## config.mk

```make
export PLATFORM = sky130hd
export DESIGN_NAME = mux_select_sequencer
export DESIGN_NICKNAME = d
export VERILOG_FILES = /design/src/rtl/mux_seq_pkg.sv /design/src/rtl/mux_seq_next_chan.sv /design/src/rtl/mux_select_sequencer.sv
export SDC_FILE = /design/constraint.sdc
export NUM_CORES = 1
export LEC_CHECK = 0
export BUFFER_PORTS_ARGS = -buffer_cell sky130_fd_sc_hd__buf_2
export CAP_MARGIN = 15
export CELL_PAD_IN_SITES_DETAIL_PLACEMENT = 2
export CELL_PAD_IN_SITES_GLOBAL_PLACEMENT = 2
export CORE_MARGIN = 2
export CORE_UTILIZATION = 34
export DETAILED_ROUTE_END_ITERATION = 8
export PLACE_DENSITY_LB_ADDON = 0.1
export SYNTH_ARGS = -nofsm -noshare
export SYNTH_HDL_FRONTEND = slang
export SYNTH_HIERARCHICAL = 1
export SYNTH_SLANG_ARGS = --single-unit
```

## constraint.sdc

```tcl
create_clock -name clk -period 3.89 [get_ports clk]
set_input_delay 0.778 -clock clk [delete_from_list [all_inputs] [get_ports clk]]
set_output_delay 0.778 -clock clk [all_outputs]
set_load 0.03 [all_outputs]
```

## src/rtl/mux_seq_pkg.sv

```systemverilog
// Shared types and sizes for the round-robin mux select sequencer.
package mux_seq_pkg;

    localparam int CHAN_W   = 2;
    localparam int NUM_CHAN = 4;

    typedef enum logic [1:0] {
        S_IDLE   = 2'd0,
        S_SETTLE = 2'd1,
        S_HOLD   = 2'd2
    } state_t;

endpackage

```

## src/rtl/mux_seq_next_chan.sv

```systemverilog
// Rotating-priority channel finder: first enabled channel after cur_i, wrapping back
// to cur_i itself last.
module mux_seq_next_chan
    import mux_seq_pkg::*;
(
    input  logic [CHAN_W-1:0]   cur_i,
    input  logic [NUM_CHAN-1:0] mask_i,
    output logic [CHAN_W-1:0]   next_o,
    output logic                valid_o,
    output logic                wrapped_o
);

    logic [CHAN_W-1:0] cand;

    // Walk offsets from farthest to nearest so the nearest enabled channel wins.
    always_comb begin
        next_o  = cur_i;
        valid_o = 1'b0;
        cand    = cur_i;
        for (int i = NUM_CHAN; i >= 1; i--) begin
            cand = cur_i + CHAN_W'(i);
            if (mask_i[cand]) begin
                next_o  = cand;
                valid_o = 1'b1;
            end
        end
        wrapped_o = valid_o && (next_o <= cur_i);
    end

endmodule

```

## src/rtl/mux_select_sequencer.sv

```systemverilog
// Scans the 4:1 mux inputs round-robin, pulsing sample after a settle time and holding
// each channel for a programmable dwell.
//
//   state    | meaning
//   S_IDLE   | not scanning, selects hold last channel
//   S_SETTLE | new select applied, counting down to the sample pulse
//   S_HOLD   | dwell after sample, period ends when counter reaches zero
module mux_select_sequencer
    import mux_seq_pkg::*;
#(
    parameter int DWELL_W = 8,
    parameter int SETTLE  = 1
) (
    input  logic                clk,
    input  logic                reset,
    input  logic                start,
    input  logic                stop,
    input  logic [NUM_CHAN-1:0] enable_mask,
    input  logic [DWELL_W-1:0]  dwell,
    output logic                select_0,
    output logic                select_1,
    output logic [CHAN_W-1:0]   chan,
    output logic                sample,
    output logic                round,
    output logic                busy
);

    localparam int SET_W = (SETTLE > 0) ? $clog2(SETTLE + 1) : 1;
    localparam int CNT_W = ((DWELL_W > SET_W) ? DWELL_W : SET_W) + 1;
    localparam logic [CNT_W-1:0] SETTLE_LD = CNT_W'(SETTLE);

    state_t            state_q, state_d;
    logic [CNT_W-1:0]  cnt_q, cnt_d;
    logic [CHAN_W-1:0] chan_q, chan_d;
    logic              stop_pend_q, stop_pend_d;

    logic [CHAN_W-1:0] cur_sel;
    logic [CHAN_W-1:0] nxt_chan;
    logic              nxt_valid;
    logic              nxt_wrapped;
    logic              period_end;

    // From IDLE, searching after channel 3 yields the lowest enabled channel.
    assign cur_sel = (state_q == S_IDLE) ? CHAN_W'(NUM_CHAN - 1) : chan_q;

    mux_seq_next_chan u_next_chan (
        .cur_i     (cur_sel),
        .mask_i    (enable_mask),
        .next_o    (nxt_chan),
        .valid_o   (nxt_valid),
        .wrapped_o (nxt_wrapped)
    );

    always_comb begin
        state_d     = state_q;
        cnt_d       = cnt_q;
        chan_d      = chan_q;
        stop_pend_d = stop_pend_q;
        sample      = 1'b0;
        round       = 1'b0;
        period_end  = 1'b0;

        case (state_q)
            S_IDLE: begin
                if (start && nxt_valid) begin
                    chan_d  = nxt_chan;
                    cnt_d   = SETTLE_LD;
                    state_d = S_SETTLE;
                end
            end
            S_SETTLE: begin
                if (stop) stop_pend_d = 1'b1;
                if (cnt_q == '0) begin
                    sample = 1'b1;
                    if (dwell == '0) begin
                        period_end = 1'b1;
                    end else begin
                        cnt_d   = CNT_W'(dwell) - CNT_W'(1);
                        state_d = S_HOLD;
                    end
                end else begin
                    cnt_d = cnt_q - CNT_W'(1);
                end
            end
            S_HOLD: begin
                if (stop) stop_pend_d = 1'b1;
                if (cnt_q == '0) period_end = 1'b1;
                else             cnt_d = cnt_q - CNT_W'(1);
            end
            default: state_d = S_IDLE;
        endcase

        if (period_end) begin
            if (stop_pend_q || stop || !nxt_valid) begin
                state_d     = S_IDLE;
                stop_pend_d = 1'b0;
                round       = 1'b1;
            end else begin
                chan_d  = nxt_chan;
                cnt_d   = SETTLE_LD;
                state_d = S_SETTLE;
                round   = nxt_wrapped;
            end
        end
    end

    always_ff @(posedge clk) begin
        if (reset) begin
            state_q     <= S_IDLE;
            cnt_q       <= '0;
            chan_q      <= '0;
            stop_pend_q <= 1'b0;
        end else begin
            state_q     <= state_d;
            cnt_q       <= cnt_d;
            chan_q      <= chan_d;
            stop_pend_q <= stop_pend_d;
        end
    end

    assign chan     = chan_q;
    assign select_0 = chan_q[1];
    assign select_1 = chan_q[0];
    assign busy     = (state_q != S_IDLE);

endmodule

```

=== Word level (Yosys, flattened, before mapping) ===
Cells that the tools add are included.

* Add/sub/neg operators: 5
* $lt $le $gt $ge: 5
* Eq/ne operators: 6
* Mux-type cells: 44
* Reduce and logical (&&, ||, !) cells: 11

{| class="wikitable"
|+ Operators by type and width
! cell !! count
|-
| 9-bit two-way mux || 6
|-
| 9-bit case mux with 3 select lines || 1
|-
| 2-bit two-way mux || 12
|-
| 1-bit two-way mux || 19
|-
| 2-bit by 3-bit < comparator with 1-bit output, second input constant || 4
|-
| 9-bit logical NOT || 1
|-
| 8-bit by 1-bit subtractor with 9-bit output, second input constant || 1
|-
| 9-bit by 1-bit subtractor with 9-bit output, second input constant || 1
|-
| 1-bit binary-select mux with 2-bit select || 4
|-
| 8-bit logical NOT || 1
|-
| 3-bit != test, second input constant || 2
|-
| 2-bit case mux with 3 select lines || 1
|-
| 2-bit adder, second input constant || 2
|-
| 4-bit AND reduction || 1
|-
| 3-bit by 2-bit != test with 1-bit output, second input constant || 1
|-
| 2-bit by 1-bit adder with 2-bit output, second input constant || 1
|-
| 2-bit by 1-bit == test with 1-bit output, second input constant || 1
|-
| 2-bit == test, second input constant || 1
|-
| 2-bit less-or-equal comparator || 1
|-
| 1-bit logical AND || 2
|-
| 2-bit logical NOT || 1
|-
| 1-bit logical OR || 2
|-
| 2-bit != test, second input constant || 1
|-
| 1-bit case mux with 2 select lines || 1
|-
| other kinds (3) || 3
|}

* Flip-flop bits (word level): 14
* Input port bits: 16
* Output and inout port bits: 7
* Word-level logic and storage cells: 75

=== Logic depth before layout (Yosys ltp) ===
* Depth after elaboration: 13
* Gate-level depth with buffers: 11
* Depth with buffers taken out: 11

=== Hierarchy ===
Netlist, hierarchy kept.

{| class="wikitable"
|+ Modules (own cells, without submodules)
! module !! times used !! cells each !! area each (sq um) !! seq. area each (sq um)
|-
| mux_select_sequencer || 1 || 153 || 1206.2 || 280.3
|-
| mux_seq_next_chan || 1 || 23 || 132.6 || 0.0
|}

=== Worst setup path before layout ===
OpenSTA, ideal clock, no wires.

* Path kind: reg-to-output
* Start point: reg state_q[0]
* End point: out round
* Data arrival time: 2.260 ns
* Data required time: 3.112 ns
* Setup slack: 0.852 ns
* Stages on the path, launching flop included: 12
* Buffers on the path: 0
* Cells stage by stage: dfxtp_1 > inv_1 > ha_1 > or2_2 > nand2b_1 > a21o_1 > and3_1 > ha_1 > nand2_1 > o21ai_0 > and2_1 > o21a_1

* Longest elaborated chain between the ends: 12
* Elaborated cells between the ends (all ways): 29
* Classes of those cells: 3 x add/sub; 1 x order compare; 2 x eq/ne; 19 x mux; 4 x reduce/logical

{| class="wikitable"
|+ RTL lines
! element !! line !! text
|-
| start, declared || mux_select_sequencer.sv:32 || <nowiki>state_t state_q, state_d;</nowiki>
|-
| start signal, assigned || mux_select_sequencer.sv:114 || <nowiki>state_q <= state_d;</nowiki>
|-
| 2-bit logical NOT (*) || mux_select_sequencer.sv:44 || <nowiki>assign cur_sel = (state_q == S_IDLE) ? CHAN_W'(NUM_CHAN - 1) : chan_q;</nowiki>
|-
| 2-bit two-way mux (*) || mux_select_sequencer.sv:44 ||
|-
| net cur_sel[0] || mux_select_sequencer.sv:37 || <nowiki>logic [CHAN_W-1:0] cur_sel;</nowiki>
|-
| 2-bit adder || mux_seq_next_chan.sv:21 || <nowiki>cand = cur_i + CHAN_W'(i);</nowiki>
|-
| 1-bit binary-select mux with 2-bit select || mux_seq_next_chan.sv:22 || <nowiki>if (mask_i[cand]) begin</nowiki>
|-
| 1-bit two-way mux (implied by the code) || mux_seq_next_chan.sv:22 ||
|-
| 2-bit two-way mux (3 in a row) || mux_seq_next_chan.sv:22 ||
|-
| 2-bit less-or-equal comparator || mux_seq_next_chan.sv:27 || <nowiki>wrapped_o = valid_o && (next_o <= cur_i);</nowiki>
|-
| 1-bit logical AND (*) || mux_seq_next_chan.sv:27 ||
|-
| net nxt_wrapped || mux_select_sequencer.sv:40 || <nowiki>logic nxt_wrapped;</nowiki>
|-
| 1-bit two-way mux (*) || mux_select_sequencer.sv:94 || <nowiki>if (stop_pend_q || stop || !nxt_valid) begin</nowiki>
|-
| 1-bit two-way mux (*) || mux_select_sequencer.sv:93 || <nowiki>if (period_end) begin</nowiki>
|-
| end, declared || mux_select_sequencer.sv:24 || <nowiki>output logic round,</nowiki>
|}

The timed path passes the listed nets; every way through them passes the cells marked *. The select of a mux whose other input is x is not followed.

=== Final worst setup path ===
* Start point: reg state_q[1]
* End point: out round

The elaborated chain is that of the path after synthesis.

==> flow_summary.json <==
{
  "ir_drop_uv": 388,
  "slew_headroom_pct": 62.5,
  "power.density_mw_per_mm2": 902,
  "ant_nets": 0,
  "clkTransAtPathRegs_ps": 60,
  "ys_warn_count": 6,
  "cts_max_path_buffers": 2,
  "fin_tns_setup_ps": 0,
  "post_cts_buffers": 0,
  "dieWidth_um": 66.8,
  "avgSynthCellArea_um2": 7.61,
  "synth.distinct_cells": 48,
  "finalSetupViolCount": 0,
  "path_max_fanout": 6,
  "routedWlPerCell_um": 18.8,
  "power_leakage_nw": 0.670,
  "critical_path_arrival_ps": 2870,
  "syn-num-nets": 201,
  "antenna_found_initial": 0,
  "track_usage_pct": 23.1,
  "wl_mm": 4.63,
  "grt_pass1_wl_mm": 7.83,
  "drcViolationCount": 0,
  "hpwl_mm": 3.75,
  "max_clock_freq_mhz": 274,
  "rsz0062_at_grt": "no",
  "routed_via_density": 5.89,
  "numClockSinks": 14,
  "cts_resized": 0,
  "synth_area_mm2": 0.00134,
  "period_share_pct": 93.8,
  "synth-seq-area-share_pct": 20.9,
  "fill_cells": 461,
  "critPathKind": "reg -> out",
  "synth.top_cell.area_share_pct": 20.9,
  "synth_cells": 176,
  "ys_ff_latch": 14,
  "regArea_um2": 280,
  "cts_buffers": 3,
  "min_path_type": "reg -> reg",
  "worst_pin_slew_ps": 557,
  "area_growth_pct": 15.2,
  "skew_ps": 4.85,
  "cap_violations": 0,
  "hold_buffers": 0,
  "yosys-top-cells-area": "dfxtp_1 21%, ha_1 8.4%, nand2_1 5.6%",
  "outcome": "completed",
  "grt_remaining_overflow": 0,
  "grt_max_degree": 14,
  "cts_tree": "built",
  "die-area_mm2": 0.00446,
  "min_period_ps": 3650,
  "grt_pass1_vias": 1562,
  "cts_root_buf": "clkbuf_8",
  "antenna_cells": 0,
  "slew_viol_final": 0,
  "cp-end-kind": "output port",
  "clock_latency_ps": 240,
  "first_pass_iters": 4,
  "rows": 22,
  "yosysTopAreaCell": "dfxtp_1",
  "num_vias": 1454,
  "ios": 23,
  "htreeDepth": 1,
  "start_kind": "flip-flop",
  "place_congestion": 0.841,
  "finalPower_mw": 1.39,
  "required_ps": 3110,
  "port_buffers": 22,
  "multi_input_area_um2": 987,
  "report.final.hold_viol_count": 0,
  "core-area_mm2": 0.00372,
  "drtIter0Drc": 65,
  "start_util_pct": 36.0,
  "die_h_um": 66.8,
  "drive_above_1_share_pct": 18.1,
  "layout.nets": 226
}
-- worst max-delay path, cell delays in order (launching register included) --
cell      delay, ps
dfxtp_1         400
inv_1           110
ha_1            260
or2_2           360
nand2b_1        180
a21o_1          170
and3_1          180
ha_1            280
nand2_1          90
o21ai_0          90
and2_1          160
o21a_1          170
buf_2           170
-- cells in the mapped netlist (all sizes together) --
cell type and count:
a31o 1, a221o 1, nor3b 2, nand3 7, nor3 6, or4b 1, nor4b 3, inv 13
and3 3, mux2i 2, o211ai 1, a21o 3, a32oi 2, o31a 1, dfxtp 14, o21ai 10
o22ai 2, nand2 20, ha 9, or2 2, a22oi 1, xor2 4, a311oi 1, nor2 14
o21a 1, o221ai 3, or4 4, nor2b 3, o311ai 1, xnor2 3, nand3b 1, buf 2
a2bb2o 1, and2 3, clkbuf 2, a31oi 5, o31ai 3, nor4 4, nand2b 3, a211oi 2
a21oi 11, or3 1
-- sequential cells by signal (all words and copies together) (netlist names) --
register / flops
cnt_q: 9
chan: 2
stop_pend_q: 1
state_q: 2
-- final cells by class --
| type | instances | share of cell area (%) |
|---|---|---|
| clock buffer | 3 | 2.68 |
| inverter | 13 | 3.16 |
| multi-input combinational | 145 | 64.0 |
| sequential | 14 | 18.2 |
| tap | 48 | 3.89 |
| timing repair buffer | 24 | 8.11 |
-- placed cells by master (no fill, tap or decap), types with 4 or more instances in the layout --
| cell | instances |
|---|---|
| o21ai_0 | 6 |
| nor3_1 | 6 |
| nor2_1 | 14 |
| nand2_1 | 20 |
| a21oi_1 | 11 |
| ha_1 | 9 |
| xor2_1 | 4 |
| nor4_1 | 4 |
| inv_1 | 13 |
| dfxtp_1 | 14 |
| nand3_1 | 7 |
| buf_2 | 22 |
| o21ai_1 | 4 |
| or4_1 | 4 |
| a31oi_1 | 4 |
-- stage by stage --
stage | setup WS, ps | hold WS, ps | util [%] | std cells | instance area, µm²
5_1_grt | 64.2 | 531 | 41.5 | 247 | 1540
3_3_place_gp | 699 | 494 | 40.4 | 244 | 1500
2_1_floorplan | 852 | 469 | - | 176 | 1340
6_report | 241 | 517 | 41.5 | 247 | 1540
4_1_cts | 256 | 512 | 41.5 | 247 | 1540
3_5_place_dp | 527 | 503 | 40.4 | 244 | 1500
-- path summary, 6_finish.rpt --
path / from / endpoint / slack, ps / cells after the start
max: state_q[1] / round / 240 / 12
min: cnt_q[8] / cnt_q[8] / 520 / 1
max reg2reg: cnt_q[0] / cnt_q[5] / 1180 / 7
min reg2reg: cnt_q[8] / cnt_q[8] / 520 / 1
-- kinds of logic after synthesis --
kind of cell               synth area share, %
DFF                                       20.9
adders and majority gates                 8.41
and+or+nand+nor                           31.0
buffers and inverters                     5.33
AOI/OAI and AO/OA                         28.2
xor gates and xnor gates                  4.58
muxes                                     1.50
-- report_power, final --
group | leakage, nW | switching (mW) | total, mW | internal (mW)
Clock | 0.0216 | 0.0526 | 0.121 | 0.0685
Sequential | 0.115 | 0.0757 | 0.274 | 0.198
Combinational | 0.534 | 0.628 | 0.997 | 0.369
-- routing by layer --
metal	up-vias	global-route usage (%)	wire length, µm
met5	-	0	0
met4	0	5.61	78
met3	8	3.55	109
met2	22	42.8	2360
met1	729	27.6	2090
li1	695	-	-
Note: power is estimated with default switching activity, not from simulation.
